**config.mk**
```make
export PLATFORM = sky130hd
export DESIGN_NAME = shift_mul_sequencer_flat
export DESIGN_NICKNAME = d
export VERILOG_FILES = /design/src/rtl/shift_mul_if.sv /design/src/rtl/shift_mul_sequencer.sv /design/src/flat_wrapper.sv
export SDC_FILE = /design/constraint.sdc
export NUM_CORES = 1
export LEC_CHECK = 0
export ABC_CLOCK_PERIOD_IN_PS = 7500
export CORE_ASPECT_RATIO = 1.2
export CORE_MARGIN = 3
export CORE_UTILIZATION = 50
export CTS_CLUSTER_DIAMETER = 150
export DETAILED_ROUTE_END_ITERATION = 16
export GPL_ROUTABILITY_DRIVEN = 0
export PLACE_DENSITY = 0.73
export SYNTH_ARGS = -nofsm -noshare
export SYNTH_HDL_FRONTEND = slang
export SYNTH_SLANG_ARGS = --single-unit
```
**constraint.sdc**
```tcl
create_clock -name clk -period 7.5 [get_ports clk]
set_input_delay 1.125 -clock clk [delete_from_list [all_inputs] [get_ports clk]]
set_output_delay 1.125 -clock clk [all_outputs]
set_load 0.05 [all_outputs]
```
**src/rtl/shift_mul_if.sv**
```systemverilog
// Request/response handshake bundle for shift_mul_sequencer.
// The master drives requests and consumes responses; the slave is the sequencer.
interface shift_mul_if #(
    parameter int unsigned TAG_WIDTH = 5
);
    logic                 req_valid;
    logic                 req_ready;
    logic [1:0]           req_op;
    logic [31:0]          req_a;
    logic [31:0]          req_b;
    logic [TAG_WIDTH-1:0] req_tag;
    logic                 resp_valid;
    logic                 resp_ready;
    logic [31:0]          resp_data;
    logic [TAG_WIDTH-1:0] resp_tag;

    modport master (
        output req_valid, req_op, req_a, req_b, req_tag, resp_ready,
        input  req_ready, resp_valid, resp_data, resp_tag
    );

    modport slave (
        input  req_valid, req_op, req_a, req_b, req_tag, resp_ready,
        output req_ready, resp_valid, resp_data, resp_tag
    );
endinterface

```
**src/rtl/shift_mul_sequencer.sv**
```systemverilog
// Iterative RV32M MUL/MULH/MULHSU/MULHU unit: one multiplier bit per cycle via shift_expander.
// Define SHIFT_MUL_EARLY_EXIT_EN to leave RUN once no multiplier bits remain above idx.
module shift_expander (
    input  logic [31:0] input_a,
    input  logic [6:0]  shift_index,
    output logic [63:0] expanded
);
    always_comb begin
        expanded = {32'd0, input_a} << shift_index;
    end
endmodule

module shift_mul_sequencer #(
    parameter int unsigned TAG_WIDTH = 5
) (
    input  logic        clk,
    input  logic        reset,
    shift_mul_if.slave  bus,
    input  logic        flush,
    output logic        busy
);
    typedef enum logic [1:0] {
        st_idle,
        st_run,
        st_fix,
        st_done
    } state_t;

    state_t               state_q;
    logic [31:0]          a_q;
    logic [31:0]          b_q;
    logic                 neg_q;
    logic [1:0]           op_q;
    logic [TAG_WIDTH-1:0] tag_q;
    logic [63:0]          acc_q;
    logic [4:0]           idx_q;

    logic                 req_ready_q;
    logic                 resp_valid_q;
    logic                 busy_q;
    logic [31:0]          resp_data_q;
    logic [TAG_WIDTH-1:0] resp_tag_q;

    logic                 a_neg;
    logic                 b_neg;
    logic [31:0]          a_mag;
    logic [31:0]          b_mag;
    logic [63:0]          expanded;
    logic [63:0]          result;
    logic                 last_bit;

    // Only MULH/MULHSU treat rs1 as signed; only MULH treats rs2 as signed.
    always_comb begin
        a_neg = ((bus.req_op == 2'b01) || (bus.req_op == 2'b10)) && bus.req_a[31];
        b_neg = (bus.req_op == 2'b01) && bus.req_b[31];
        a_mag = a_neg ? (~bus.req_a + 32'd1) : bus.req_a;
        b_mag = b_neg ? (~bus.req_b + 32'd1) : bus.req_b;
    end

    shift_expander u_expander (
        .input_a     (a_q),
        .shift_index ({2'b00, idx_q}),
        .expanded    (expanded)
    );

`ifdef SHIFT_MUL_EARLY_EXIT_EN
    logic [31:0] bits_above;

    always_comb begin
        bits_above = (b_q >> idx_q) >> 1;
        last_bit   = (idx_q == 5'd31) || (bits_above == 32'd0);
    end
`else
    always_comb begin
        last_bit = (idx_q == 5'd31);
    end
`endif

    always_comb begin
        result = neg_q ? (~acc_q + 64'd1) : acc_q;
    end

    // Flush shares the reset path so a killed op leaves no trace on the outputs.
    always_ff @(posedge clk) begin
        if (reset || flush) begin
            state_q      <= st_idle;
            a_q          <= 32'd0;
            b_q          <= 32'd0;
            neg_q        <= 1'b0;
            op_q         <= 2'b00;
            tag_q        <= '0;
            acc_q        <= 64'd0;
            idx_q        <= 5'd0;
            req_ready_q  <= 1'b1;
            resp_valid_q <= 1'b0;
            busy_q       <= 1'b0;
            resp_data_q  <= 32'd0;
            resp_tag_q   <= '0;
        end else begin
            unique case (state_q)
                st_idle: begin
                    if (bus.req_valid) begin
                        a_q         <= a_mag;
                        b_q         <= b_mag;
                        neg_q       <= a_neg ^ b_neg;
                        op_q        <= bus.req_op;
                        tag_q       <= bus.req_tag;
                        acc_q       <= 64'd0;
                        idx_q       <= 5'd0;
                        req_ready_q <= 1'b0;
                        busy_q      <= 1'b1;
                        state_q     <= st_run;
                    end
                end
                st_run: begin
                    if (b_q[idx_q]) begin
                        acc_q <= acc_q + expanded;
                    end
                    if (last_bit) begin
                        state_q <= st_fix;
                    end else begin
                        idx_q <= idx_q + 5'd1;
                    end
                end
                st_fix: begin
                    resp_data_q  <= (op_q == 2'b00) ? result[31:0] : result[63:32];
                    resp_tag_q   <= tag_q;
                    resp_valid_q <= 1'b1;
                    state_q      <= st_done;
                end
                st_done: begin
                    // req_ready rises only after this edge, so no same-cycle reaccept.
                    if (bus.resp_ready) begin
                        resp_valid_q <= 1'b0;
                        req_ready_q  <= 1'b1;
                        busy_q       <= 1'b0;
                        state_q      <= st_idle;
                    end
                end
                default: begin
                    state_q <= st_idle;
                end
            endcase
        end
    end

    assign bus.req_ready  = req_ready_q;
    assign bus.resp_valid = resp_valid_q;
    assign bus.resp_data  = resp_data_q;
    assign bus.resp_tag   = resp_tag_q;
    assign busy           = busy_q;

endmodule

```
**src/flat_wrapper.sv**
```systemverilog
// flat-port wrapper written by rule: the top's interface ports become plain ports
module shift_mul_sequencer_flat 
#(
    parameter int unsigned TAG_WIDTH = 5
)
  (clk, reset, flush, busy, bus_req_valid, bus_req_op, bus_req_a, bus_req_b, bus_req_tag, bus_resp_ready, bus_req_ready, bus_resp_valid, bus_resp_data, bus_resp_tag);
  shift_mul_if #(.TAG_WIDTH(TAG_WIDTH)) bus_i ();
  input  logic clk;
  input  logic reset;
  input  logic flush;
  output logic busy;
  input wire logic [$bits(bus_i.req_valid)-1:0] bus_req_valid;
  input wire logic [$bits(bus_i.req_op)-1:0] bus_req_op;
  input wire logic [$bits(bus_i.req_a)-1:0] bus_req_a;
  input wire logic [$bits(bus_i.req_b)-1:0] bus_req_b;
  input wire logic [$bits(bus_i.req_tag)-1:0] bus_req_tag;
  input wire logic [$bits(bus_i.resp_ready)-1:0] bus_resp_ready;
  output wire logic [$bits(bus_i.req_ready)-1:0] bus_req_ready;
  output wire logic [$bits(bus_i.resp_valid)-1:0] bus_resp_valid;
  output wire logic [$bits(bus_i.resp_data)-1:0] bus_resp_data;
  output wire logic [$bits(bus_i.resp_tag)-1:0] bus_resp_tag;
  assign bus_i.req_valid = bus_req_valid;
  assign bus_i.req_op = bus_req_op;
  assign bus_i.req_a = bus_req_a;
  assign bus_i.req_b = bus_req_b;
  assign bus_i.req_tag = bus_req_tag;
  assign bus_i.resp_ready = bus_resp_ready;
  assign bus_req_ready = bus_i.req_ready;
  assign bus_resp_valid = bus_i.resp_valid;
  assign bus_resp_data = bus_i.resp_data;
  assign bus_resp_tag = bus_i.resp_tag;
  shift_mul_sequencer #(.TAG_WIDTH(TAG_WIDTH)) u_core (.clk(clk), .reset(reset), .bus(bus_i), .flush(flush), .busy(busy));
endmodule
```
==> results.json <==
{
  "outcome": "finished, final reports clean",
  "routed-wl-met2_um": 21100,
  "drive_above_1_share_pct": 6.75,
  "hold_violations": 0,
  "post_drt_wl_per_cell_um": 18.9,
  "syn_inst": 2039,
  "wl_met3_um": 3050,
  "fp.dieW_um": 165,
  "grt_start_max_net_pins": 110,
  "grtUsageTotal_pct": 28.3,
  "seq_area_frac_synth_pct": 24.1,
  "fin_nets": 2197,
  "p_leak_uw": 0.00611,
  "yosysWarnings": 0,
  "drv_cap": 0,
  "mostFrequentLayoutCells": "nand2_1 (255), nor2_1 (206), a21oi_1 (199)",
  "syn2layout_area_growth_pct": 11.8,
  "synth_nets": 2189,
  "worst_pin_slew_ns": 1.23,
  "grt_first_pass_wirelength_um": 74300,
  "htreeDepth": 4,
  "num_rows": 69,
  "synth_area_per_cell_um2": 7.45,
  "synth-main-ff-cell": "dfxtp_1",
  "hold_class": "reg2reg",
  "cp.required_ns": 7.80,
  "synth_edf_count": 0,
  "rsz0062_at_grt": "no",
  "drt_wl_total_um": 46400,
  "cpMaxStageDelayCell": "a2111oi_0",
  "grt_pass1_vias": 14393,
  "path_max_fanout": 37,
  "drc_errors": 0,
  "clock_sinks": 183,
  "start_util_pct": 51.0,
  "fin_setup_tns_ns": 0,
  "ant_nets": 0,
  "startpoint_type": "register",
  "max-slew-margin-rel_pct": 17.3,
  "cts_inserted_buffers": 17,
  "async_flop_share_pct": 0,
  "synthesis.area_um2": 15200,
  "ir_drop_mv": 0.129,
  "final_common_cell": "nand2_1",
  "portBuffers": 115,
  "path_buf_inv": 0,
  "clock.fmax_ghz": 0.168,
  "crit_path_max_incr_delay_ns": 1.00,
  "critPathArrivalTime_ns": 6.24,
  "io_pins": 116,
  "antenna_found_initial": 0,
  "dp_hpwl_um": 35800,
  "met1_length_um": 19300,
  "dieArea_um2": 32500,
  "avgViaCountPerCell": 6.33,
  "cts_resized": 0,
  "overflow": 0,
  "clockBufferDepth": 2,
  "critPathTopFamily": "compound AO/OA/AOI/OAI gates",
  "period_minus_slack_ns": 5.95,
  "skew_ns": 0.0216,
  "path_cells": "mux2_2 > o21ai_0 > nor2_1 > a21oi_1 > nor3_1 > ha_1 > nand2_1 > o21ai_0 > a2111oi_0 > a2111oi_0 > o31ai_1 > o31ai_1 > a21oi_1 > o31ai_1 > xnor2_1 > o21ai_0",
  "clkTransAtPathRegs_ns": 0.08,
  "synth.distinct_cells": 67,
  "path_class": "reg2reg",
  "slew_viol_final": 0,
  "cp-end-kind": "register",
  "report.final.setup_viol": 0,
  "routed.top_layer": "met4",
  "vias": 15524,
  "cts_tree": "yes",
  "finalCritPeriodShare_pct": 79.3,
  "cts_root_buf": "clkbuf_16",
  "first_pass_iters": 5,
  "cts.hold.buffers_added": 0,
  "post_cts_buffers": 0,
  "ys_seq_elements": 183,
  "powerDensity_nw_per_um2": 135,
  "die_y_um": 197,
  "core_um2": 29800,
  "drt-initial-drc-count": 1555,
  "clock_latency_ns": 0.46,
  "power_uw": 2290
}
through the flow:
step | setup slack, ns | instance area, µm² | hold WS [ns] | utilization [%] | instances
after global placement | 1.78 | 16400 | 0.429 | 55.2 | 2418
after floorplan | 1.78 | 15200 | 0.429 | - | 2039
after CTS | 1.69 | 17000 | 0.446 | 57.1 | 2450
after global routing | 1.15 | 17000 | 0.465 | 57.1 | 2450
final | 1.55 | 17000 | 0.441 | 57.1 | 2451
after detailed placement | 1.69 | 16400 | 0.435 | 55.2 | 2418
cells by family (layout without fill, tap and decap cells):
family	after synthesis	in the layout	share of synthesized area (%)
DFF	183	183	24.1
and+or+nand+nor	732	732	22.0
AOI/OAI and AO/OA	628	628	25.6
muxes	102	102	9.71
adders and majority gates	74	74	6.14
xor gates and xnor gates	135	135	7.78
buffers and inverters	185	206	4.69
other	0	1	0
worst paths after layout:
path | startpoint | to | slack [ns] | cells after the start
max | u_core.idx_q[1]$_SDFFE_PP0P_ | u_core.acc_q[59]$_SDFFE_PP0P_ | 1.55 | 16
min | u_core.bus.resp_data[9]$_SDFFE_PP0P_ | u_core.bus.resp_data[9]$_SDFFE_PP0P_ | 0.44 | 2
max reg2reg | u_core.idx_q[1]$_SDFFE_PP0P_ | u_core.acc_q[59]$_SDFFE_PP0P_ | 1.55 | 16
min reg2reg | u_core.bus.resp_data[9]$_SDFFE_PP0P_ | u_core.bus.resp_data[9]$_SDFFE_PP0P_ | 0.44 | 2
routing by layer:
| metal | GRT usage (%) | vias to the layer above |
|---|---|---|
| met3 | 3.36 | 171 |
| met1 | 37.0 | 7156 |
| met5 | 0 | - |
| met2 | 44.6 | 713 |
| li1 | - | 7484 |
| met4 | 17.0 | 0 |
cell type report:
| class | count | area (µm²) |
|---|---|---|
| clock inverter | 14 | 136 |
| multi-input combinational | 1671 | 10800 |
| timing repair buffer | 131 | 1270 |
| inverter | 43 | 161 |
| antenna | 1 | 2.50 |
| sequential | 183 | 3670 |
| fill | 2799 | 12800 |
| clock buffer | 18 | 429 |
| tap | 390 | 488 |
flip-flops by register name, indices dropped and copies added, names as in the netlist:
name / flops
u_core.a_q: 32
u_core.acc_q: 64
u_core.b_q: 32
u_core.bus.req_ready: 1
u_core.bus.resp_data: 32
u_core.bus.resp_tag: 5
u_core.bus.resp_valid: 1
u_core.busy: 1
u_core.idx_q: 5
u_core.neg_q: 1
u_core.op_q: 2
u_core.state_q: 2
u_core.tag_q: 5
power by group:
part | internal, µW | switching [µW]
sequential | 992 | 23.5
combinational | 155 | 235
clock | 440 | 443
worst min-delay path, cell delays in order (launching register included):
cell and delay [ns]:
dfxtp_1 0.31, nand2_1 0.05, nand2_1 0.04
cell usage after synthesis, types with 5 or more instances:
cell / count / area, µm²
xor2_1: 64 / 561
xnor2_1: 71 / 622
ha_1: 73 / 913
o211ai_1: 6 / 45.0
mux2i_1: 44 / 440
nand3_1: 65 / 325
o311ai_0: 7 / 61.3
nand2_1: 255 / 957
a311oi_1: 14 / 123
o21a_1: 7 / 52.6
or4_1: 11 / 82.6
o31ai_1: 29 / 218
nand4_1: 22 / 138
buf_1: 18 / 67.6
a211oi_1: 56 / 420
inv_1: 43 / 161
or3_1: 32 / 200
and3_1: 5 / 31.3
a2111oi_0: 5 / 43.8
a31oi_1: 15 / 93.8
o22ai_1: 24 / 150
o41ai_1: 12 / 105
a21o_1: 29 / 218
nor3_1: 49 / 245
a32o_1: 5 / 50.1
or2_2: 12 / 75.1
nor2b_1: 9 / 56.3
nand3b_1: 7 / 52.6
and2_1: 13 / 81.3
o21ai_0: 164 / 821
clkbuf_1: 119 / 447
nand2b_1: 16 / 100
mux2_2: 24 / 270
dfxtp_1: 183 / 3660
o21bai_1: 18 / 135
mux4_2: 34 / 766
nor2_1: 208 / 781
a21oi_1: 200 / 1000
nor4_1: 15 / 93.8
No activity file was read; power rests on OpenSTA's default activity.
